[src/rtl/router_pkg.sv]
// Shared router definitions: flit geometry, channel direction indices and
// the side-buffer controller state type.
package router_pkg;

  localparam int FLIT_W = 11;

  localparam int DIR_N = 0;
  localparam int DIR_S = 1;
  localparam int DIR_E = 2;
  localparam int DIR_W = 3;

  // Flit field layout: destination address in the low bits, payload above.
  localparam int DST_LSB = 0;
  localparam int DST_W   = 4;
  localparam int PAY_LSB = DST_LSB + DST_W;
  localparam int PAY_W   = FLIT_W - PAY_LSB;

  typedef enum logic {
    IDLE,
    HOLD
  } sb_state_t;

endpackage

[src/rtl/side_buffer_reinject_fifo.sv]
// Synchronous FIFO for the side buffer; a push into a full FIFO is accepted
// when a pop happens in the same cycle.
module sync_fifo #(
  parameter int FLIT_W = 11,
  parameter int DEPTH  = 4
) (
  input  logic                       clk,
  input  logic                       rst,
  input  logic                       push,
  input  logic                       pop,
  input  logic [FLIT_W-1:0]          din,
  output logic [FLIT_W-1:0]          head,
  output logic [$clog2(DEPTH):0]     count,
  output logic                       full,
  output logic                       empty
);

  localparam int AW = $clog2(DEPTH);
  localparam int CW = AW + 1;
  localparam logic [CW-1:0] DEPTH_C = CW'(DEPTH);

  logic [FLIT_W-1:0] mem [DEPTH];
  logic [AW-1:0]     rd_ptr;
  logic [AW-1:0]     wr_ptr;
  logic              do_push;
  logic              do_pop;

  assign full    = (count == DEPTH_C);
  assign empty   = (count == '0);
  assign head    = mem[rd_ptr];
  assign do_pop  = pop && !empty;
  assign do_push = push && (!full || do_pop);

  // Pointers wrap naturally because DEPTH is a power of two.
  always_ff @(posedge clk) begin
    if (rst) begin
      rd_ptr <= '0;
      wr_ptr <= '0;
      count  <= '0;
    end else begin
      if (do_push) begin
        mem[wr_ptr] <= din;
        wr_ptr      <= wr_ptr + 1'b1;
      end
      if (do_pop) begin
        rd_ptr <= rd_ptr + 1'b1;
      end
      case ({do_push, do_pop})
        2'b10:   count <= count + 1'b1;
        2'b01:   count <= count - 1'b1;
        default: count <= count;
      endcase
    end
  end

endmodule

[src/rtl/side_buffer_reinject.sv]
// Side-buffer receive stage: registers the four router channels and
// re-injects buffered flits into the first free slot, flagging starvation.
module side_buffer_reinject
  import router_pkg::*;
#(
  parameter int FLIT_W       = router_pkg::FLIT_W,
  parameter int DEPTH        = 4,
  parameter int STARVE_LIMIT = 5
) (
  input  logic                    clk,
  input  logic                    rst,
  input  logic [FLIT_W-1:0]       buf_in,
  input  logic                    buf_in_valid,
  input  logic [FLIT_W-1:0]       n_in,
  input  logic [FLIT_W-1:0]       s_in,
  input  logic [FLIT_W-1:0]       e_in,
  input  logic [FLIT_W-1:0]       w_in,
  input  logic [3:0]              ch_valid_in,
  output logic [FLIT_W-1:0]       n_out,
  output logic [FLIT_W-1:0]       s_out,
  output logic [FLIT_W-1:0]       e_out,
  output logic [FLIT_W-1:0]       w_out,
  output logic [3:0]              ch_valid_out,
  output logic                    buf_full,
  output logic [$clog2(DEPTH):0]  buf_count,
  output logic                    force_redirect
);

  localparam int CW = $clog2(DEPTH) + 1;
  localparam int SW = $clog2(STARVE_LIMIT + 1);
  localparam logic [SW-1:0] LIMIT_C = SW'(STARVE_LIMIT);

  logic [FLIT_W-1:0] head;
  logic              empty;
  logic              pop_ok;
  logic              push_ok;
  logic [3:0]        inject;
  logic [SW-1:0]     starve_cnt;
  logic              overflow;
  sb_state_t         state;

  // The head only comes from already-stored entries, so there is no bypass.
  assign pop_ok  = !empty && (ch_valid_in != 4'hF);
  assign push_ok = buf_in_valid && (!buf_full || pop_ok);

  sync_fifo #(
    .FLIT_W (FLIT_W),
    .DEPTH  (DEPTH)
  ) u_fifo (
    .clk   (clk),
    .rst   (rst),
    .push  (buf_in_valid),
    .pop   (pop_ok),
    .din   (buf_in),
    .head  (head),
    .count (buf_count),
    .full  (buf_full),
    .empty (empty)
  );

  always_comb begin
    inject = '0;
    if (pop_ok) begin
      if (!ch_valid_in[DIR_N])      inject[DIR_N] = 1'b1;
      else if (!ch_valid_in[DIR_S]) inject[DIR_S] = 1'b1;
      else if (!ch_valid_in[DIR_E]) inject[DIR_E] = 1'b1;
      else                          inject[DIR_W] = 1'b1;
    end
  end

  always_ff @(posedge clk) begin
    if (rst) begin
      n_out        <= '0;
      s_out        <= '0;
      e_out        <= '0;
      w_out        <= '0;
      ch_valid_out <= '0;
      overflow     <= 1'b0;
    end else begin
      n_out        <= inject[DIR_N] ? head : n_in;
      s_out        <= inject[DIR_S] ? head : s_in;
      e_out        <= inject[DIR_E] ? head : e_in;
      w_out        <= inject[DIR_W] ? head : w_in;
      ch_valid_out <= ch_valid_in | inject;
      if (buf_in_valid && !push_ok) overflow <= 1'b1;
    end
  end

  // Counter saturates at the limit; force_redirect is raised one cycle later
  // and held until the head finally leaves.
  always_ff @(posedge clk) begin
    if (rst) begin
      state          <= IDLE;
      starve_cnt     <= '0;
      force_redirect <= 1'b0;
    end else begin
      case (state)
        IDLE:    if (push_ok) state <= HOLD;
        HOLD:    if (pop_ok && !push_ok && buf_count == CW'(1)) state <= IDLE;
        default: state <= IDLE;
      endcase
      if (pop_ok || empty) begin
        starve_cnt     <= '0;
        force_redirect <= 1'b0;
      end else begin
        if (starve_cnt != LIMIT_C) starve_cnt <= starve_cnt + 1'b1;
        if (state == HOLD && starve_cnt == LIMIT_C) force_redirect <= 1'b1;
      end
    end
  end

  a_overflow_sticky: assert property (@(posedge clk) disable iff (rst) overflow |=> overflow);
  a_force_in_hold:   assert property (@(posedge clk) disable iff (rst) force_redirect |-> state == HOLD);

endmodule
[config.mk]
export PLATFORM = sky130hd
export DESIGN_NAME = side_buffer_reinject
export DESIGN_NICKNAME = d
export VERILOG_FILES = /design/src/rtl/router_pkg.sv /design/src/rtl/side_buffer_reinject_fifo.sv /design/src/rtl/side_buffer_reinject.sv
export SDC_FILE = /design/constraint.sdc
export NUM_CORES = 1
export LEC_CHECK = 0
export CORE_ASPECT_RATIO = 0.8
export CORE_MARGIN = 8
export CORE_UTILIZATION = 29
export DETAILED_ROUTE_END_ITERATION = 8
export DONT_BUFFER_PORTS = 1
export REMOVE_ABC_BUFFERS = 1
export SYNTH_ARGS = -nofsm -noshare
export SYNTH_HDL_FRONTEND = slang
export SYNTH_HIERARCHICAL = 1
export SYNTH_SLANG_ARGS = --single-unit
[constraint.sdc]
create_clock -name clk -period 4.62 [get_ports clk]
set_clock_uncertainty 0.15 [all_clocks]
set_input_delay 0.924 -clock clk [delete_from_list [all_inputs] [get_ports clk]]
set_output_delay 0.924 -clock clk [all_outputs]
set_load 0.05 [all_outputs]
==> results.yml, run 1 <==
outcome:
  status: "finished, final reports clean"
drt:
  drt_iter0_drc: 178
  wl_per_cell_um: 20.0
  drc_errors: 0
  drtPass1Iterations: 4
  detail_route.vias_per_cell: 4.89
  ant_nets: 0
  vias: 2585
  drt-total-wl_mm: 10.6
die:
  die_y_um: 124
  num_io_pins: 115
  die_x_um: 151
  fp.coreArea_mm2: 0.0142
  start_util: 0.296
  die_area_mm2: 0.0186
  num_rows: 39
place:
  dp_worst_setup_slack_ps: 1100
  hpwl_mm: 7.81
  io_buffers: 0
  place_congestion: 0.708
timing:
  worst_hold_slack_ps: 322
  max_freq_mhz: 284
  hold_viol: 0
  slew_viol_final: 0
  rsz0062_at_grt: "no"
  setup_viol: 0
  tightestPinTransition_ps: 914
  setup_tns_ps: 0
  slew_headroom: 0.386
  setup_slack_ps: 1100
  post-route-period-util: 0.762
  fin_crit_ps: 3520
synth:
  syn_inst: 350
  netlist_area_mm2: 0.00420
  synth-seq-cells: 106
  synth-main-ff-cell: "dfxtp_1"
  synth_top_area_cell: "edfxtp_1"
  ys_warn_count: 6
  yosysUniqueCellTypes: 48
  synth_top_area_frac: 0.315
  synthTopCellsByArea: "edfxtp_1, dfxtp_1, mux4_2"
  yosysSeqAreaShare: 0.610
  synth-edff-count: 44
  synth.avg_cell_area_um2: 12.0
  async_reset_ff_frac: 0
power:
  combPwrFrac: 0.130
  p_sw_uw: 727
  power.total_mw: 2.31
  p_sw_frac: 0.315
  power.internal_mw: 1.58
  pwr_density_cell_mw_per_mm2: 499
  pwr-share-clk: 0.339
  ir_drop_mv: 0.326
  p_leak_nw: 1.58
  seqPwrFrac: 0.531
setup_path:
  max_stage_delay_ps: 910
  crit_arrival_ps: 3640
  reg2reg_slack_ps: 1100
  crit_path_top_delay_cell: "dfxtp_1"
  startpoint: "u_fifo/count[2]$_SDFFE_PP0P_"
  startpoint_type: "flop"
  worstSetupPathType: "flop to flop"
  end_kind: "flop"
  r2r_start: "u_fifo/count[2]$_SDFFE_PP0P_"
  worstPathCellList: "nor3_1 > a41oi_2 > o31ai_2 > nand2b_1 > fa_1 > inv_1 > o2111ai_1 > a221oi_2"
  cp_max_fo: 12
  critPathRequiredTime_ps: 4740
  reg2reg_depth: 8
final_layout:
  mostFrequentLayoutCell: "dfxtp_1"
  nets: 409
  area_delta_synth_final_pct: 9.98
  drive_above_1_share: 0.122
  diodes: 0
  nFillCells: 1380
  seqCellArea_mm2: 0.00256
  mostFrequentLayoutCells: "dfxtp_1, nand2_1, edfxtp_1"
  multi_input_area_mm2: 0.00146
global_route:
  grt_first_pass_wirelength_mm: 15.5
  grt-ovfl-total: 0
  grt_use_total: 0.114
  antenna_found_initial: 0
  grt_max_degree: 61
  first_global_vias: 2609
clock_tree:
  cts_max_path_buffers: 2
  post_cts_resized: 0
  cts.sinks: 106
  cts-root-buf: "clkbuf_16"
  post_cts_buffers: 0
  path_clk_slew_ps: 70
  numCtsBuffers: 9
  cts.htree.levels: 3
  clk_latency_ps: 350
  cts_tree: "yes"
  hold_buffers: 0
min_path:
  min_path_type: "flop to flop"
  hold_path_startpoint: "state$_SDFF_PP0_"
  hold_path_depth: 2
run:
  cap_violations: 0
stage by stage:
stage,util,instances,instance area (µm²)
finish,0.325,529,4620
global route,0.325,529,4620
CTS,0.325,529,4620
detailed placement,0.304,513,4320
global placement,0.304,513,4320
floorplan,-,326,4060
power by group through the flow:
stage	sequential, mW	combinational [mW]	clock, mW
after detailed placement	1.25	0.303	0
after CTS	1.23	0.303	0.800
after global routing	1.23	0.330	0.837
after global placement	1.25	0.296	0
final	1.22	0.300	0.782
after floorplan	1.25	0.207	0
sequential cells by signal, indices dropped and copies added (netlist names), named ones only:
register,cells
s_out,11
u_fifo/rd_ptr,2
force_redirect,1
starve_cnt,3
state,1
e_out,11
w_out,11
u_fifo/wr_ptr,2
n_out,11
ch_valid_out,4
u_fifo/mem,44
u_fifo/count,3
routing by layer:
layer  share of wire  wire (µm)  track usage  up-vias
li1                -          -            -     1217
met1            0.44       4630        0.142     1247
met2            0.43       4500        0.163      108
met3            0.12       1220       0.0537       13
met4           0.020        216       0.0567        0
met5               0          0            0        -
final cells by class:
| cell class | count | area share |
|---|---|---|
| Multi-Input combinational cell | 208 | 0.315 |
| Inverter | 12 | 0.00975 |
| Tap cell | 184 | 0.0498 |
| Clock buffer | 10 | 0.0496 |
| Sequential cell | 106 | 0.555 |
| Clock inverter | 6 | 0.0160 |
| Timing Repair Buffer | 3 | 0.00488 |
critical path, delay by kind of cell, from the launching register on:
family,cells,cell delay [ps]
AOI/OAI and AO/OA,4,1260
adders and majority gates,1,470
buffers and inverters,1,80
DFF,1,910
and+or+nand+nor,2,560
cell families after synthesis:
| family | count (synthesis) | share of synthesized area |
|---|---|---|
| multiplexers | 22 | 0.0852 |
| XOR/XNOR | 5 | 0.0122 |
| flip-flops | 106 | 0.610 |
| AND/OR/NAND/NOR | 109 | 0.135 |
| adder cells (fa/ha/maj) | 7 | 0.0226 |
| buffers and inverters | 36 | 0.0432 |
| AO/OA/AOI/OAI | 65 | 0.0920 |
synthesized netlist by cell type, types with 6 or more instances:
cell and count:
a21oi_1 38, clkbuf_1 12, dfxtp_1 62, edfxtp_1 44
ha_1 6, inv_1 11, mux2i_1 11, mux4_2 11
nand2_1 46, nand3_1 13, nor2_1 26, o21ai_1 14
final timing paths:
check | to
max | u_fifo/count[1]$_SDFFE_PP0P_
min | state$_SDFF_PP0_
min reg2reg | state$_SDFF_PP0_
max reg2reg | u_fifo/count[1]$_SDFFE_PP0P_
Note: power is estimated with default switching activity, not from simulation.
==> run 2: changes to the inputs <==
- clock period: 4.62 -> 3.2 ns (I/O delays scaled with it)
==> results.yml, run 2 (synthesis results as in run 1) <==
outcome:
  status: "finished, final reports clean"
min_path:
  hold_path_depth: 1
  min_path_type: "input pin to flop"
  hold_path_startpoint: "rst"
  min_to: "ch_valid_out[3]$_SDFF_PP0_"
final_layout:
  drive_above_1_share: 0.132
  final_util: 0.328
  nFillCells: 1369
  diodes: 0
  mostFrequentLayoutCells: "dfxtp_1, nand2_1, edfxtp_1"
  multi_input_area_mm2: 0.00146
  seqCellArea_mm2: 0.00256
  area_delta_synth_final_pct: 10.8
  top_register: "u_fifo/mem"
  largest_reg_flops: 44
  mostFrequentLayoutCell: "dfxtp_1"
  nets: 412
  fin_area_mm2: 0.00465
drt:
  detail_route.vias_per_cell: 4.94
  ant_nets: 0
  wl_per_cell_um: 20.0
  drt-total-wl_mm: 10.6
  drt_iter0_drc: 185
  vias: 2627
  drtPass1Iterations: 6
  drc_errors: 0
setup_path:
  end_kind: "flop"
  critPathRequiredTime_ps: 3050
  worstPathCellList: "nor3_1 > buf_4 > a41oi_2 > buf_4 > nor4b_4 > nor3_1 > and2_1"
  r2r_end: "u_fifo/mem[1][10]$_DFFE_PP_"
  crit_arrival_ps: 2440
  worstSetupPathType: "flop to flop"
  crit_path_top_delay_cell: "and2_1"
  startpoint_type: "flop"
  max_stage_delay_ps: 540
  cp_max_fo: 11
  reg2reg_depth: 7
  r2r_start: "u_fifo/count[2]$_SDFFE_PP0P_"
  reg2reg_slack_ps: 610
place:
  place_area_mm2: 0.00434
  hpwl_mm: 7.92
  io_buffers: 0
  place_congestion: 0.737
timing:
  fin_crit_ps: 2590
  setup_tns_ps: 0
  slew_headroom: 0.387
  max_freq_mhz: 386
  post-route-period-util: 0.810
  setup_viol: 0
  hold_viol: 0
  rsz0062_at_grt: "no"
  slew_viol_final: 0
  tightestPinTransition_ps: 916
clock_tree:
  path_clk_slew_ps: 70
  clk_latency_ps: 350
  numCtsBuffers: 9
  hold_buffers: 0
  cts-root-buf: "clkbuf_16"
  cts_tree: "yes"
  cts.htree.levels: 3
  post_cts_resized: 0
  cts_max_path_buffers: 2
  post_cts_buffers: 0
  cts.sinks: 106
global_route:
  antenna_found_initial: 0
  grt_first_pass_wirelength_mm: 15.4
  first_global_vias: 2558
  grt-ovfl-total: 0
  grt_use_total: 0.114
  grt_max_degree: 61
power:
  pwr_density_cell_mw_per_mm2: 724
  p_leak_nw: 1.61
  ir_drop_mv: 0.333
die:
  die_x_um: 151
  num_io_pins: 115
  start_util: 0.296
  num_rows: 39
  die_area_mm2: 0.0186
  fp.coreArea_mm2: 0.0142
  die_y_um: 124
run:
  cap_violations: 0
==> run 2: cell types whose count changed in the layout (fill, tap and decap cells not counted) <==
cell	change
buf_4	+3
clkinvlp_4	-2
clkbuf_1	-1
clkinv_4	+1
inv_6	+1
inv_8	+1
==> run 2: metal layers <==
| metal | vias to the layer above | part of all wire | global-route usage |
|---|---|---|---|
| met5 | - | 0 | 0 |
| met4 | 0 | 0.022 | 0.0548 |
| met3 | 23 | 0.12 | 0.0527 |
| met2 | 110 | 0.45 | 0.175 |
| met1 | 1271 | 0.41 | 0.134 |
| li1 | 1223 | - | - |
==> run 2: area by class of cell <==
| cell class | count | share of cell area |
|---|---|---|
| timing repair buffer | 6 | 0.00968 |
| clock inverter | 7 | 0.0188 |
| sequential | 106 | 0.551 |
| inverter | 12 | 0.00968 |
| tap | 184 | 0.0495 |
| multi-input combinational | 208 | 0.313 |
| clock buffer | 9 | 0.0484 |
==> run 2: how the worst max path moves through the flow <==
stage | from | to | slack [ps]
2_1_floorplan | u_fifo/count[2]$_SDFFE_PP0P_ | u_fifo/count[1]$_SDFFE_PP0P_ | 20
3_3_place_gp | ch_valid_in[3] | u_fifo/mem[0][2]$_DFFE_PP_ | 570
3_5_place_dp | ch_valid_in[3] | u_fifo/mem[1][1]$_DFFE_PP_ | 480
4_1_cts | u_fifo/count[0]$_SDFFE_PP0P_ | u_fifo/mem[1][4]$_DFFE_PP_ | 610
5_1_grt | u_fifo/count[2]$_SDFFE_PP0P_ | u_fifo/mem[1][4]$_DFFE_PP_ | 470
6_report | u_fifo/count[2]$_SDFFE_PP0P_ | u_fifo/mem[1][10]$_DFFE_PP_ | 610
==> run 2: power breakdown <==
group	total (mW)	internal [mW]	switching [mW]
logic	0.460	0.177	0.282
registers	1.76	1.50	0.259
clock network	1.15	0.628	0.524
==> run 2: stage by stage <==
step / worst slack [ps] / power, mW / cells / hold WS, ps
after floorplan: 19.6 / 2.11 / 326 / 287
after global placement: 568 / 2.25 / 516 / 326
after detailed placement: 482 / 2.26 / 516 / 314
after CTS: 610 / 3.41 / 532 / 192
after global routing: 470 / 3.51 / 532 / 205
final: 607 / 3.37 / 532 / 218
==> run 2: worst max-delay path: cells and delay by family (launching register included) <==
family                 cells  cell delay, ps
buffers and inverters      2             400
DFF                        1             330
and+or+nand+nor            4             980
AOI/OAI and AO/OA          1             380
